File: src/rtl/decoder_f_pkg.sv
// Shared widths and default minterm masks for the decoder-based function generator.
package decoder_f_pkg;

  localparam int SEL_W = 3;
  localparam int DEC_W = 8;

  // Bit k of a mask selects minterm k (s == k).
  // 8'h96 = minterms 1,2,4,7: odd parity, the full-adder sum.
  localparam logic [DEC_W-1:0] F1_MASK_DEF = 8'h96;
  // 8'hE8 = minterms 3,5,6,7: majority, the full-adder carry.
  localparam logic [DEC_W-1:0] F2_MASK_DEF = 8'hE8;
  // 8'h17 = minterms 0,1,2,4: at most one input high.
  localparam logic [DEC_W-1:0] F3_MASK_DEF = 8'h17;

endpackage

File: src/rtl/decoder_f_decoder_3to8.sv
// Combinational 3-to-8 line decoder with enable. Output is one-hot or all-zero.
module decoder_3to8
  import decoder_f_pkg::*;
(
  input  logic             en,
  input  logic [SEL_W-1:0] s,
  output logic [DEC_W-1:0] y
);

  // Each minterm line is a full compare, so y can never be multi-hot.
  for (genvar k = 0; k < DEC_W; k++) begin : g_line
    assign y[k] = en && (s == SEL_W'(k));
  end

endmodule

File: src/rtl/decoder_f.sv
// Function generator: decodes s into minterms, then ORs mask-selected minterms
// into f1/f2/f3. Outputs are optionally registered (one cycle of latency).
module decoder_f
  import decoder_f_pkg::*;
#(
  parameter logic [DEC_W-1:0] F1_MASK = F1_MASK_DEF,
  parameter logic [DEC_W-1:0] F2_MASK = F2_MASK_DEF,
  parameter logic [DEC_W-1:0] F3_MASK = F3_MASK_DEF,
  parameter bit               REG_OUT = 1'b1
) (
  input  logic             clk,
  input  logic             rst_n,
  input  logic             en,
  input  logic [SEL_W-1:0] s,
  output logic [DEC_W-1:0] dec,
  output logic             f1,
  output logic             f2,
  output logic             f3
);

  logic [DEC_W-1:0] dec_c;
  logic             f1_c, f2_c, f3_c;

  decoder_3to8 u_dec (
    .en (en),
    .s  (s),
    .y  (dec_c)
  );

  // A mask of 8'h00 yields constant 0; 8'hFF reduces to en.
  assign f1_c = |(dec_c & F1_MASK);
  assign f2_c = |(dec_c & F2_MASK);
  assign f3_c = |(dec_c & F3_MASK);

  if (REG_OUT) begin : g_reg
    // Output stage: capture decode and function terms; async clear on reset.
    always_ff @(posedge clk or negedge rst_n) begin
      if (!rst_n) begin
        dec <= '0;
        f1  <= 1'b0;
        f2  <= 1'b0;
        f3  <= 1'b0;
      end else begin
        dec <= dec_c;
        f1  <= f1_c;
        f2  <= f2_c;
        f3  <= f3_c;
      end
    end
  end else begin : g_comb
    // Zero-latency path; clock and reset have no effect here.
    logic unused_clk_rst;
    assign unused_clk_rst = clk ^ rst_n;
    assign dec = dec_c;
    assign f1  = f1_c;
    assign f2  = f2_c;
    assign f3  = f3_c;
  end

endmodule

File: config.mk
export PLATFORM = sky130hd
export DESIGN_NAME = decoder_f
export DESIGN_NICKNAME = d
export VERILOG_FILES = /design/src/rtl/decoder_f_pkg.sv /design/src/rtl/decoder_f_decoder_3to8.sv /design/src/rtl/decoder_f.sv
export SDC_FILE = /design/constraint.sdc
export NUM_CORES = 1
export LEC_CHECK = 0
export CAP_MARGIN = 25
export CORE_AREA = 2 2 39 41
export CTS_BUF_LIST = sky130_fd_sc_hd__clkbuf_8
export CTS_CLUSTER_SIZE = 30
export DETAILED_ROUTE_END_ITERATION = 10
export DIE_AREA = 0 0 41 43
export RECOVER_POWER = 25
export SYNTH_ARGS = -nofsm -noshare
export SYNTH_HDL_FRONTEND = slang
export SYNTH_SLANG_ARGS = --single-unit
File: constraint.sdc
create_clock -name clk -period 1.25 [get_ports clk]
set_input_delay 0.25 -clock clk [delete_from_list [all_inputs] [get_ports clk]]
set_output_delay 0.25 -clock clk [all_outputs]
set_load 0.005 [all_outputs]
======== Yosys cells after proc, flatten, opt, wreduce, memory -nomap -nowiden ========
Index checks and enable logic that the tools add are counted.
storage, ports and cells
  register bits ........................... 11
  input port bits ......................... 6
  output and inout port bits .............. 11
cells by class
  equality and inequality tests ........... 7
  reductions and logical operators ........ 12
operator list
  kind                                                 count
  equality test 3 bit, second input constant           4
  OR reduction 4 bit                                   3
  logical AND 1 bit                                    8
  equality test 3 x 2 -> 1 bit, second input constant  2
  equality test 3 x 1 -> 1 bit, second input constant  1
  logical NOT 3 bit                                    1

======== Longest topological paths before layout ========
Gate-level depths: netlist of run 1.
  depth in word-level cells ............... 3
  mapped depth ............................ 3
  mapped depth without buffers ............ 2

======== By module ========
Synthesis of run 1 repeated with hierarchy kept, for this count alone.
unflattened totals
  cell total of the unflattened synthesis .. 22
  area total of the unflattened synthesis .. 394.1 um^2
by module, submodules not included
  module        instances  cells an instance  area each (um^2)  sequential area each (um^2)
  decoder_f     1          14                 297.8             275.3
  decoder_3to8  1          8                  96.3              0.0

======== Least setup slack after synthesis of run 1 ========
Ideal clock, no wire load.
  kind .................................... input to register
  from .................................... input s[0]
  to ...................................... register f2
  setup time .............................. 0.119 ns
  arrival time ............................ 0.872 ns
  required time ........................... 1.131 ns
  path slack .............................. 0.259 ns
  stages on the path ...................... 3
  path buffers ............................ 1
  cell sequence ........................... clkbuf_2 maj3_1 and2_1
between the ends
  word-level cells in the longest chain between the ends .. 3
  elaborated cells on any way between the ends .. 9
  those cells by class .................... 4 x eq/ne; 5 x reduce/logical
ends and longest elaborated chain
  element                                                                     RTL line                      source
  from (decl)                                                                 decoder_f.sv:14               input logic [SEL_W-1:0] s,
  equality test 3 x 2 -> 1 bit / equality test 3 bit (equally long branches)  decoder_f_decoder_3to8.sv:12  assign y[k] = en && (s == SEL_W'(k));
  logical AND 1 bit                                                           decoder_f_decoder_3to8.sv:12
  OR reduction 4 bit *                                                        decoder_f.sv:32               assign f2_c = |(dec_c & F2_MASK);
  net f2_c                                                                    decoder_f.sv:22               logic f1_c, f2_c, f3_c;
  to (signal assigned)                                                        decoder_f.sv:41               f2 <= 1'b0;
  to (signal assigned)                                                        decoder_f.sv:46               f2 <= f2_c;
  to (decl)                                                                   decoder_f.sv:17               output logic f2,
Mark *: on every way through the listed nets, which the timed path passes. The rest lies on a longest branch.

======== Worst setup path in the final report of run 1 ========
  from .................................... input s[2]
  to ...................................... register f2
The elaborated chain is that of the path after synthesis.

==> impl_results.md, run 1 <==
* Core area at 1380 um2
* Maximum vdd ir drop at 0.533 mV
* Fin cells at 70
* Power Density at 1280 nW/um2
* GRT Resource Usage Total at 10.8%
* Slowest CP cell: clkdlybuf4s50_1
* Max-Cap Viols at 0
* First-pass GRT wire length at 1.12 mm
* Post-CTS setup buffer count at 0
* Syn Std Cell Area at 390 um2
* Initial antenna violation count at 0
* Gate power share at 10.7%
* Setup tns final at 0 ns
* Syn Nets at 37
* Reg power frac at 46.8%
* Die Wd at 41 um
* Clk root buf: clkbuf_8
* Area growth, synth to finish at 59.6%
* Sink Count at 11
* Die H at 43 um
* Antenna-violating nets left at 0
* Worst slew pin tran at 0.553 ns
* Antenna diode count at 0
* Num CTS Buffers at 3
* Mapped Cells at 31
* Sw power at 163 uW
* Synth cell types at 11
* Vias/cell at 4.24
* CTS max path bufs at 2
* Max Freq at 0.863 GHz
* Synth warn at 0
* CP Capture Point: f2
* Crit path DAT at 1.28 ns
* FP Rows at 14
* Final #Nets at 61
* Post-cts hold buffer count at 0
* Final Setup Violations at 0
* Cell depth of the worst setup path at 3
* Leakage at 0.000347 uW
* Initial Utilization at 28.2%
* Sequential share of the synthesized area at 70.5%
* Clk pwr share at 42.5%
* Cell breakdown of the critical path: clkdlybuf4s50_1 -> maj3_1 -> and2_1
* Share of layout cells above drive strength 1 at 11.1%
* Via count at 297
* Average cell area after synthesis at 12.6 um2
* Io pins at 17
* Vias in the first global route at 288
* Rel. slew slack at 63.1%
* Hold_ws at 0.513 ns
* Outcome: finished, final reports clean
* 1st-iter DRT viols at 4
* Crit path required time at 1.37 ns
* Routed WL per cell at 10.0 um
* Switching share of power at 20.4%
* DP HPWL at 531 um
* Int Pwr at 635 uW
* Post-Route WL at 700 um
* Final period util at 92.7%
* Worst-path clk slew at 0.05 ns
* Largest net degree at the start of global routing at 12
* Die area at 1760 um2
* Commonest non-fill, non-tap cells in the layout: 11 x dfrtp_1, 11 x dlygate4sd2_1, 8 x nor2_1
* Startpoint Class: primary input
* Critical path endpoint category: register
* Final Hold Fails at 0
* RSZ-0062 raised after global routing: no
* Critical path peak fanout at 4
* H-tree levels at 1
* Slew Limit Fails at 0
* #FFs+latches synth at 11
* CP bufs+invs at 1
* Fin crit period at 1.16 ns
* Routability cong. at 0.727
* Placed insts at 66
* Setup crit start: s[2]
* Total gr overflow at 0
* Worst Path Class, Setup: primary input to register
* Drt drc at 0
* Crit-path leading delay family: buffers and inverters
* Critical path's largest stage delay at 0.47 ns
* First-pass DRT Iterations at 4
* Number of buffers added on ports at 16
* Hold WC Path Type: primary input to asynchronous set/reset pin
* CTS tree: yes
==> layout make-up <==
cell class / count / area [um2]
clock buffer: 3 / 41.3
tap: 16 / 20.0
sequential: 11 / 275
clock inverter: 1 / 3.75
fill: 141 / 761
timing repair buffer: 20 / 173
multi-input combinational: 18 / 106
inverter: 1 / 3.75
==> state kept, by name, summed over array words and instances, names as in the netlist <==
| signal | count |
|---|---|
| dec | 8 |
| f2 | 1 |
| f1 | 1 |
| f3 | 1 |
==> kinds of logic (layout without fill, tap and decap cells) <==
family | count (synthesis) | in the layout | share of synthesized area [%]
xor gates and xnor gates | 1 | 1 | 5.77
adders and majority gates | 1 | 1 | 2.56
buffers and inverters | 2 | 25 | 2.24
DFF | 11 | 11 | 70.5
and+or+nand+nor | 16 | 16 | 18.9
==> through the flow <==
| step | util, % | power [uW] | worst slack [ns] | instance area (um2) |
|---|---|---|---|---|
| after floorplan | - | 412 | 0.259 | 390 |
| after global placement | 43.0 | 478 | -0.127 | 596 |
| after detailed placement | 43.0 | 479 | -0.125 | 596 |
| after CTS | 45.3 | 813 | 0.0988 | 627 |
| after global routing | 45.0 | 828 | 0.0718 | 623 |
| final | 45.0 | 798 | 0.0908 | 623 |
==> cells in the mapped netlist <==
cell type  instances  share of area, %
clkbuf_2           1               1.3
dfrtp_1           11                71
inv_1              1              0.96
and2_1             1               1.6
or2b_1             1               1.9
nor3_1             2               2.6
nor2_1             8               7.7
maj3_1             1               2.6
xnor3_1            1               5.8
nand2b_1           2               3.2
nand2_1            2               1.9
==> layer usage <==
layer | vias up | global-route usage (%) | part of all wire, %
li1 | 142 | - | -
met1 | 142 | 9.46 | 38
met2 | 11 | 15.9 | 53
met3 | 2 | 4.71 | 6.7
met4 | 0 | 12.0 | 2.0
met5 | - | 0 | 0
==> worst min path at each step <==
stage               cells after the start  slack [ns]  endpoint
finish                                  2        0.51    dec[2]
global route                            2        0.59    dec[0]
CTS                                     2        0.31    dec[2]
detailed placement                      2        0.55    dec[4]
global placement                        2        0.56    dec[6]
floorplan                               0       -0.05    dec[0]
==> power by group through the flow <==
stage                     clock [uW]  combinational [uW]  sequential [uW]
after global placement             0                97.6              380
final                            339                85.3              374
after global routing             358                94.7              375
after detailed placement           0                98.4              380
after floorplan                    0                29.4              382
after CTS                        350                89.5              374
==> what timing repair did <==
item | CTS | global route
endpoints found under the setup margin | 11 | 0
resized for setup | 11 | 0
endpoints found under the hold margin | 0 | 0
Note: power is estimated with default switching activity, not from simulation.
==> inputs of run 2 (changes only) <==
--- a/config.mk
+++ b/config.mk
@@ -5,6 +5,7 @@
 export SDC_FILE = /design/constraint.sdc
 export NUM_CORES = 1
 export LEC_CHECK = 0
+export ABC_AREA = 0
 export CAP_MARGIN = 25
 export CORE_AREA = 2 2 39 41
 export CTS_BUF_LIST = sky130_fd_sc_hd__clkbuf_8
==> results of run 2 <==
No change in the layout: final DEF, timing and power equal those of run 1.
